<file path="config.mk">
export PLATFORM = sky130hd
export DESIGN_NAME = axis_fifo_prog
export DESIGN_NICKNAME = d
export VERILOG_FILES = /design/src/rtl/fifo_pkg.sv /design/src/rtl/memory_dual_port.sv /design/src/rtl/axis_fifo_prog.sv
export SDC_FILE = /design/constraint.sdc
export NUM_CORES = 1
export LEC_CHECK = 0
export CAP_MARGIN = 0
export CELL_PAD_IN_SITES_DETAIL_PLACEMENT = 0
export CELL_PAD_IN_SITES_GLOBAL_PLACEMENT = 1
export CORE_AREA = 2 2 272 248
export DETAILED_ROUTE_END_ITERATION = 8
export DIE_AREA = 0 0 274 250
export PLACE_DENSITY = 0.49
export SYNTH_ARGS = -nofsm -noshare
export SYNTH_HDL_FRONTEND = slang
export SYNTH_HIERARCHICAL = 1
export SYNTH_SLANG_ARGS = --single-unit
</file>
<file path="constraint.sdc">
create_clock -name clk -period 7.37 [get_ports clk]
set_clock_uncertainty 0.05 [all_clocks]
set_input_delay 1.8425 -clock clk [delete_from_list [all_inputs] [get_ports clk]]
set_output_delay 1.8425 -clock clk [all_outputs]
set_load 0.005 [all_outputs]
</file>
<file path="src/rtl/fifo_pkg.sv">
// fifo_pkg: shared types and helpers for the AXI-Stream FIFO family.
//   WORD_W      - default TDATA width of the stream word type
//   axis_word_t - one stored stream beat (TLAST + TDATA)
//   ptr_inc     - modulo increment, wraps DEPTH-1 -> 0 for any DEPTH
package fifo_pkg;

  localparam int WORD_W = 24;

  typedef struct packed {
    logic              last;
    logic [WORD_W-1:0] data;
  } axis_word_t;

  // Pointers never visit DEPTH, so non-power-of-2 depths work unchanged.
  function automatic logic [31:0] ptr_inc(input logic [31:0] ptr, input logic [31:0] depth);
    return (ptr == depth - 32'd1) ? 32'd0 : ptr + 32'd1;
  endfunction

endpackage

</file>
<file path="src/rtl/memory_dual_port.sv">
// memory_dual_port: simple dual-port RAM, one write and one registered read port.
//   clk   - clock
//   we    - write enable
//   waddr - write address
//   wdata - write data
//   raddr - read address (sampled on clk)
//   rdata - registered read data
// A write and a read to the same address in one cycle return the new data.
module memory_dual_port #(
  parameter int WIDTH = 25,
  parameter int SIZE  = 19,
  localparam int AW   = (SIZE > 1) ? $clog2(SIZE) : 1
) (
  input  logic             clk,
  input  logic             we,
  input  logic [AW-1:0]    waddr,
  input  logic [WIDTH-1:0] wdata,
  input  logic [AW-1:0]    raddr,
  output logic [WIDTH-1:0] rdata
);

  logic [WIDTH-1:0] mem [SIZE];

  always_ff @(posedge clk) begin
    if (we) mem[waddr] <= wdata;
    // write-through keeps the empty->1 and single-entry-refill cases bubble-free
    if (we && (waddr == raddr)) rdata <= wdata;
    else                        rdata <= mem[raddr];
  end

endmodule

</file>
<file path="src/rtl/axis_fifo_prog.sv">
// axis_fifo_prog: AXI-Stream FIFO with TLAST, arbitrary DEPTH, occupancy and
// almost-full / almost-empty flags, synchronous flush.
//   clk, reset          - clock, synchronous active-high reset
//   IN_AXIS_*           - upstream stream (TDATA, TLAST, TVALID in; TREADY out)
//   OUT_AXIS_*          - downstream stream (TDATA, TLAST, TVALID out; TREADY in)
//   flush               - synchronous clear of contents (reset has priority)
//   count               - occupancy 0..DEPTH
//   almost_full/_empty  - count >= AFULL_THRESH / count <= AEMPTY_THRESH
module axis_fifo_prog
  import fifo_pkg::*;
#(
  parameter int WIDTH         = 24,
  parameter int DEPTH         = 19,
  parameter int AFULL_THRESH  = DEPTH - 2,
  parameter int AEMPTY_THRESH = 1,
  localparam int LOGDEPTH     = $clog2(DEPTH),
  localparam int CNTW         = $clog2(DEPTH + 1)
) (
  input  logic             clk,
  input  logic             reset,
  input  logic [WIDTH-1:0] IN_AXIS_TDATA,
  input  logic             IN_AXIS_TLAST,
  input  logic             IN_AXIS_TVALID,
  output logic             IN_AXIS_TREADY,
  output logic [WIDTH-1:0] OUT_AXIS_TDATA,
  output logic             OUT_AXIS_TLAST,
  output logic             OUT_AXIS_TVALID,
  input  logic             OUT_AXIS_TREADY,
  input  logic             flush,
  output logic [CNTW-1:0]  count,
  output logic             almost_full,
  output logic             almost_empty
);

  logic [LOGDEPTH-1:0] wr_ptr, rd_ptr, rd_ptr_next;
  logic [CNTW-1:0]     count_q;
  logic                wr_en, rd_en, full;

  assign full            = (count_q == CNTW'(DEPTH));
  assign OUT_AXIS_TVALID = (count_q != '0);
  assign rd_en           = OUT_AXIS_TVALID & OUT_AXIS_TREADY;
  // a full FIFO still accepts when the head leaves this cycle
  assign IN_AXIS_TREADY  = !full | rd_en;
  assign wr_en           = IN_AXIS_TVALID & IN_AXIS_TREADY;

  assign count        = count_q;
  assign almost_full  = (count_q >= CNTW'(AFULL_THRESH));
  assign almost_empty = (count_q <= CNTW'(AEMPTY_THRESH));

  // registered read looks one step ahead so the head is always presented
  assign rd_ptr_next = rd_en ? LOGDEPTH'(ptr_inc(32'(rd_ptr), 32'(DEPTH))) : rd_ptr;

  always_ff @(posedge clk) begin
    if (reset || flush) begin
      wr_ptr  <= '0;
      rd_ptr  <= '0;
      count_q <= '0;
    end else begin
      if (wr_en) wr_ptr <= LOGDEPTH'(ptr_inc(32'(wr_ptr), 32'(DEPTH)));
      rd_ptr <= rd_ptr_next;
      case ({wr_en, rd_en})
        2'b10:   count_q <= count_q + CNTW'(1);
        2'b01:   count_q <= count_q - CNTW'(1);
        default: count_q <= count_q;
      endcase
    end
  end

  memory_dual_port #(
    .WIDTH (WIDTH + 1),
    .SIZE  (DEPTH)
  ) u_mem (
    .clk   (clk),
    .we    (wr_en & ~flush & ~reset),
    .waddr (wr_ptr),
    .wdata ({IN_AXIS_TLAST, IN_AXIS_TDATA}),
    .raddr (rd_ptr_next),
    .rdata ({OUT_AXIS_TLAST, OUT_AXIS_TDATA})
  );

endmodule

</file>
==> results_dict.tcl, run 1 <==
set metrics [dict create \
    post-route-min-period_ps 5600 \
    hpwl_um 26000 \
    fmaxAchievable_ghz 0.178 \
    cts_max_level 2 \
    path_clk_slew_ps 60 \
    overflow 0 \
    detail-route-antenna-nets 0 \
    antenna_cells 0 \
    instances_no_fill 1958 \
    slew_headroom_pct 24.7 \
    fin_setup_tns_ps 0 \
    synthesis.nets 992 \
    std_cell_rows 90 \
    synthFlopType "edfxtp_1" \
    area_delta_synth_final_pct 17.2 \
    routed_via_density 4.77 \
    num_vias 9344 \
    dr.pass1.iters 4 \
    path_class "reg2out" \
    async_flop_share_pct 0 \
    post_cts_resize_count 0 \
    rsz0062_at_grt "false" \
    synth_area_sq_um 19500 \
    grt_max_degree 63 \
    die_x_um 274 \
    worst_setup_path_end_kind "output port" \
    clkLatencyLatePin_ps 580 \
    dp.cells 1862 \
    ys_warn_count 6 \
    crit_arrival_ps 3710 \
    die_height_um 250 \
    p_leak_nw 6.84 \
    wl_per_cell_um 23.8 \
    setup_viol_count_final 0 \
    numClockSinks 495 \
    coreArea_sq_um 66000 \
    clockBufferDepth 3 \
    syn_inst 953 \
    slew_viol_final 0 \
    p_per_area_nw_per_um2 258 \
    wl_um 46600 \
    hold_path_class "reg2reg" \
    cts_root_buffer "clkbuf_16" \
    outcome "completed" \
    worstMarginPinSlew_ps 1130 \
    grt_pass1_wl_um 68400 \
    nets 1081 \
    hold_viol_final 0 \
    ir_drop_mv 0.153 \
    synth_enable_flop_cells 475 \
    critPathLaunchType "flip-flop" \
    cts_inserted_buffers 52 \
    avgSynthCellArea_sq_um 20.5 \
    drc 0 \
    required_ps 5480 \
    die_area_sq_um 68500 \
    drv_cap 0 \
    crit_fanout 34 \
    post-cts-setup-buffer-count 0 \
    fill_cells 6236 \
    grt_pass1_vias 9721 \
    cts_tree "yes" \
    antenna_found_initial 1 \
    yosysSeqAreaShare_pct 75.1 \
    period_share_pct 76.0 \
    ioPinCount 64 \
    ctsHoldBuffers 0 \
    drive_above_1_share_pct 20.4 \
    gp_congestion 0.693 \
    portBuffers 63 \
    ys_seq_elements 495 \
    grt_usage_pct 13.7 \
    drt_first_iter_violations 765 \
    synthDistinctLibCells 52 \
    start_util_pct 29.6 \
]
-- critical path: stages, from the launching register on --
cell and delay, ps:
dfxtp_4 790, buf_4 520, mux4_1 620, mux2_2 290
a22oi_1 190, o21ai_1 160, clkdlybuf4s50_1 500
-- cell type report --
cell class	instances	area (sq um)	share of cell area, %
Sequential cell	495	14700	64.1
Multi-Input combinational cell	402	4680	20.4
Clock buffer	65	1370	5.99
Tap cell	874	1090	4.78
Timing Repair Buffer	84	813	3.55
Clock inverter	31	225	0.984
Inverter	7	26.3	0.115
-- cells in the mapped netlist, drive strengths merged, types with 2 or more instances --
cell	count	area [sq um]
a22oi	25	188
or3	3	18.8
nand4bb	2	22.5
nand2	41	154
inv	7	26.3
buf	21	201
nor4b	3	56.3
o21a	2	15.0
mux2	25	282
or3b	2	17.5
nor4	2	12.5
or4	3	22.5
nor2	26	97.6
a2111o	3	33.8
nand4b	3	26.3
or2	2	12.5
clkbuf	28	105
xor2	2	17.5
ha	9	113
o21ai	56	280
nand3	6	30.0
or4b	2	23.8
nand3b	5	37.5
mux2i	55	551
a21oi	9	45.0
mux4	100	2350
edfxtp	475	14300
dfxtp	20	400
-- stage by stage --
stage / worst slack (ps) / total power [mW] / util (%) / hold WS [ps] / instance area [sq um]
global route: 1530 / 6.13 / 34.7 / 542 / 22900
finish: 1770 / 5.91 / 34.7 / 481 / 22900
CTS: 1670 / 6.00 / 34.7 / 485 / 22900
detailed placement: 2010 / 3.50 / 32.3 / 469 / 21300
floorplan: 2770 / 3.36 / - / 443 / 19500
global placement: 1990 / 3.49 / 32.3 / 482 / 21300
-- state kept, by name (all words and copies together), names as in the netlist, named ones only --
name	flops
count	5
rd_ptr	5
u_mem/mem	475
wr_ptr	5
-- cell usage in the layout, fill, tap and decap left out, drive strengths merged, types with 5 or more instances in the layout --
cell,n
a21oi,9
a22oi,25
buf,21
clkbuf,65
clkdlybuf4s50,63
clkinv,26
dfxtp,20
edfxtp,475
ha,9
inv,7
mux2,25
mux2i,55
mux4,100
nand2,41
nand3,6
nand3b,5
nor2,26
o21ai,56
-- power breakdown --
part / leakage (nW) / switching, mW / internal [mW]
logic: 1.62 / 0.156 / 0.162
registers: 4.44 / 0.0197 / 3.09
clock network: 0.779 / 1.06 / 1.42
total: 6.84 / 1.24 / 4.67
-- final timing paths --
check        slack, ps       from                  to  cells past startpoint
max               1770  flip-flop  OUT_AXIS_TDATA[15]                      6
min                480  rd_ptr[1]           flip-flop                      2
max reg2reg       4030   count[0]    u_mem/mem[0][11]                      6
min reg2reg        480  rd_ptr[1]           flip-flop                      2
-- kinds of logic (layout without fill, tap and decap cells) --
group	after synthesis	count (layout)	synth area share (%)
AOI/OAI and AO/OA	103	103	3.22
xor gates and xnor gates	3	3	0.135
adders and majority gates	9	9	0.577
buffers and inverters	56	187	1.70
DFF	495	495	75.1
muxes	180	180	16.3
and+or+nand+nor	107	107	2.97
-- metal layers --
metal  GRT usage, %  vias up  part of all wire (%)
met3           2.26       67                   3.8
li1               -     4145                     -
met5              0        -                     0
met2           21.8      164                    47
met4           3.43        0                   2.0
met1           19.6     4968                    48
(Power assumes the default switching activity.)
==> run 2, diff against run 1 <==
- PLACE_DENSITY: 0.49 -> 0.51
- clock period: 7.37 -> 4.5 ns (I/O delays scaled with it)
==> results_dict.tcl, run 2 (synthesized netlist as in run 1, its figures left out) <==
set metrics [dict create \
    outcome "completed" \
    p_int_mw 7.89 \
    grt_usage_pct 13.6 \
    die_height_um 250 \
    crit_arrival_ps 3250 \
    rsz0062_at_grt "false" \
    antenna_found_initial 1 \
    clockBufferDepth 3 \
    portBuffers 63 \
    p_leak_nw 7.15 \
    drive_above_1_share_pct 24.2 \
    p_clk_share_pct 43.8 \
    post-route-min-period_ps 4420 \
    switching_share_pct 21.3 \
    worstMarginPinSlew_ps 937 \
    routed_via_density 4.71 \
    hold_path_class "reg2reg" \
    final_common_cell "edfxtp_1" \
    period_share_pct 98.3 \
    p_per_area_nw_per_um2 428 \
    p_switching_mw 2.14 \
    regMostFlops "u_mem/mem" \
    hold_viol_final 0 \
    drt_first_iter_violations 593 \
    cts_tree "yes" \
    grt_max_degree 38 \
    seqCellArea_sq_um 14700 \
    multiInputGateArea_sq_um 4680 \
    area_delta_synth_final_pct 20.1 \
    fmaxAchievable_ghz 0.226 \
    coreArea_sq_um 66000 \
    fin_total_pwr_mw 10.0 \
    instances_no_fill 2003 \
    seqPwrFrac_pct 50.6 \
    required_ps 3320 \
    die_area_sq_um 68500 \
    grt_pass1_vias 9892 \
    dp.cells 1898 \
    cts_root_buffer "clkbuf_16" \
    numClockSinks 495 \
    path_clk_slew_ps 60 \
    dr.pass1.iters 4 \
    hpwl_um 28200 \
    ioPinCount 64 \
    detail-route-antenna-nets 0 \
    combPwrFrac_pct 5.6 \
    wl_per_cell_um 23.0 \
    die_x_um 274 \
    slew_viol_final 0 \
    hold_slack_ps 505 \
    critPathLaunchType "flip-flop" \
    cts_max_level 2 \
    gp_congestion 0.704 \
    antenna_cells 0 \
    finish.utilization_pct 35.5 \
    mostFrequentLayoutCells "edfxtp_1, mux4_2, clkdlybuf4s50_1" \
    wl_um 46000 \
    largest_reg_flops 475 \
    path_class "reg2out" \
    setup_viol_count_final 0 \
    nets 1123 \
    worst_setup_path_end_kind "output port" \
    slew_headroom_pct 37.3 \
    grt_pass1_wl_um 68200 \
    overflow 0 \
    clkLatencyLatePin_ps 610 \
    fill_cells 6183 \
    ir_drop_mv 0.282 \
    start_util_pct 29.6 \
    drc 0 \
    drv_cap 0 \
    num_vias 9430 \
    fin_setup_tns_ps 0 \
    crit_fanout 18 \
    std_cell_rows 90 \
    ctsHoldBuffers 0 \
    cts_inserted_buffers 55 \
]
## run 2: changes by cell type in the layout (fill, tap and decap cells not counted), sizes merged
cell	delta
buf	+39
clkinvlp	+2
clkbuf	+1
inv	+3
clkinv	-2
bufinv	+2
## run 2: cell type report
cell class	instances	share of cell area, %
Inverter	7	0.112
Timing Repair Buffer	123	5.10
Tap cell	874	4.66
Clock inverter	36	1.54
Clock buffer	66	6.04
Sequential cell	495	62.6
Multi-Input combinational cell	402	20.0
## run 2: worst max-delay path, stage by stage, from the launching register on
cell and delay [ps]:
dfxtp_4 470, buf_12 230, mux4_1 570, mux2_2 270, a22oi_1 380, o21ai_1 220, clkdlybuf4s50_1 500
## run 2: routing by layer
layer,global-route usage [%],wire length (um),vias up,share of wire [%]
met4,3.23,763,0,1.7
li1,-,-,4241,-
met1,19.0,21300,4968,46
met3,2.16,1710,58,3.7
met5,0,0,-,0
met2,22.2,22200,163,48
## run 2: repair_timing
item                       in CTS  in global routing
buffers inserted                3                  0
setup endpoints to repair       6                  1
pin swaps                       0                  0
gates resized for setup         0                  1
## run 2: power by group through the flow
stage / sequential, mW / clock, mW / combinational [mW]
after floorplan: 5.16 / 0 / 0.345
after global placement: 5.18 / 0 / 0.565
after detailed placement: 5.18 / 0 / 0.567
after CTS: 5.08 / 4.53 / 0.580
after global routing: 5.07 / 4.71 / 0.614
final: 5.08 / 4.39 / 0.564
## run 2: path summary, 6_finish.rpt
kind / from / end / slack [ps] / depth (start not counted)
setup / recovery: flip-flop / OUT_AXIS_TDATA[6] / 80 / 6
hold / removal: rd_ptr[1] / flip-flop / 510 / 2
setup reg to reg: count[0] / u_mem/mem[0][18] / 1580 / 7
hold reg to reg: rd_ptr[1] / flip-flop / 510 / 2
## run 2: stage by stage
stage | setup slack [ps] | instance area (sq um)
finish | 76.1 | 23500
floorplan | 618 | 19500
global placement | 513 | 21700
detailed placement | 475 | 21700
CTS | 55.5 | 23500
global route | 3.31 | 23500
==> run 3, diff against run 2 <==
- CORE_AREA: 2 2 272 248 -> 3 3 273 249
- CTS_BUF_LIST: not set -> sky130_fd_sc_hd__clkbuf_8 sky130_fd_sc_hd__clkbuf_16
- DIE_AREA: 0 0 274 250 -> 0 0 276 252
==> results_dict.tcl, run 3 (synthesized netlist as in run 1, its figures left out) <==
set metrics [dict create \
    final_common_cell "edfxtp_1" \
    die_x_um 276 \
    multiInputGateArea_sq_um 4680 \
    slew_headroom_pct 38.1 \
    grt_usage_pct 13.2 \
    hp-start "rd_ptr[4]" \
    die_area_sq_um 69600 \
    detail-route-antenna-nets 0 \
    overflow 0 \
    fin_setup_tns_ps 0 \
    critPathLaunchType "flip-flop" \
    drive_above_1_share_pct 22.7 \
    cts_tree "yes" \
    hold_viol_final 0 \
    fmaxAchievable_ghz 0.228 \
    setup_viol_count_final 0 \
    routed_via_density 4.77 \
    mostFrequentLayoutCells "edfxtp_1, mux4_2, clkdlybuf4s50_1" \
    ctsHoldBuffers 0 \
    cts_max_level 2 \
    std_cell_rows 89 \
    area_delta_synth_final_pct 19.1 \
    min_delay_path_depth 1 \
    clkLatencyLatePin_ps 600 \
    path_class "reg2out" \
    worst_setup_path_end_kind "output port" \
    cts_inserted_buffers 53 \
    grt_pass1_vias 9829 \
    regMostFlops "u_mem/mem" \
    fin_total_pwr_mw 9.68 \
    drt_first_iter_violations 675 \
    slew_viol_final 0 \
    gp_congestion 0.708 \
    die_height_um 252 \
    post-route-min-period_ps 4380 \
    p_per_area_nw_per_um2 416 \
    r2r_cells 7 \
    nets 1109 \
    hold_path_class "reg2reg" \
    coreArea_sq_um 65300 \
    antenna_found_initial 0 \
    grt_pass1_wl_um 67900 \
    dp.cells 1879 \
    ir_drop_mv 0.289 \
    fill_cells 6151 \
    outcome "completed" \
    wl_per_cell_um 23.3 \
    period_share_pct 97.3 \
    crit_arrival_ps 3210 \
    clockBufferDepth 3 \
    seqCellArea_sq_um 14700 \
    num_vias 9394 \
    largest_reg_flops 475 \
    post-cts-setup-buffer-count 0 \
    finish.utilization_pct 35.7 \
    drv_cap 0 \
    grt_max_degree 37 \
    drc 0 \
    cts_root_buffer "clkbuf_16" \
    r2r_setup_slack_ps 1560 \
    numClockSinks 495 \
    p_leak_nw 7.06 \
    crit-reg2reg-capture "u_mem/mem[12][17]" \
    dr.pass1.iters 4 \
    crit_fanout 27 \
    worstMarginPinSlew_ps 926 \
    required_ps 3320 \
    path_clk_slew_ps 60 \
    hpwl_um 26800 \
    reg2reg_from "count[0]" \
    instances_no_fill 1969 \
    wl_um 46000 \
    ioPinCount 64 \
    portBuffers 63 \
    antenna_cells 0 \
    rsz0062_at_grt "true" \
    start_util_pct 29.9 \
]
-- run 3: cell count changes in the layout (fill, tap and decap cells not counted), moves of 6 or more --
cell,change
buf_4,-18
clkbuf_1,-11
inv_1,+8
buf_12,+6
-- run 3: routing by layer --
metal  part of all wire [%]  vias up  global-route usage [%]
li1                       -     4193                       -
met1                     46     4984                    18.0
met2                     48      162                    21.7
met3                    4.0       55                    2.53
met4                    1.9        0                    3.36
met5                      0        -                       0
-- run 3: power by group --
group	internal, mW	switching, mW
Clock	2.31	1.76
Sequential	5.06	0.0125
Combinational	0.275	0.272
Total	7.64	2.04
-- run 3: critical path, cell delays in order (launching register included) --
cell             delay [ps]
dfxtp_4                 410
buf_12                  230
mux4_2                  550
mux2_2                  290
a22oi_1                 370
o21ai_1                 180
clkdlybuf4s50_1         530
-- run 3: final cells by class --
type / instances / area share [%]
clock buffers: 53 / 5.70
flip-flops and latches: 495 / 63.1
clock inverters: 37 / 1.17
multi-input cells: 402 / 20.1
repair buffers: 111 / 5.15
inverters: 7 / 0.113
well taps: 864 / 4.65
-- run 3: worst max path at each step --
stage                          startpoint                  to  slack, ps
after floorplan           OUT_AXIS_TREADY    u_mem/mem[12][0]        620
after global placement    OUT_AXIS_TREADY   u_mem/mem[12][14]        530
after detailed placement  OUT_AXIS_TREADY   u_mem/mem[12][14]        470
after CTS                       flip-flop   OUT_AXIS_TDATA[1]         60
after global routing            flip-flop  OUT_AXIS_TDATA[11]        -30
final                           flip-flop  OUT_AXIS_TDATA[13]        120
-- run 3: timing repair --
action | in CTS | in global routing
endpoints found under the setup margin | 0 | 2
gates resized for setup | 0 | 1
endpoints found under the hold margin | 0 | 0
-- run 3: metrics by stage --
stage	hold slack [ps]	cell area, sq um	setup WS, ps
2_1_floorplan	443	19500	618
4_1_cts	500	23300	61.4
3_5_place_dp	487	21700	467
6_report	498	23300	119
3_3_place_gp	486	21700	526
5_1_grt	539	23300	-28.5
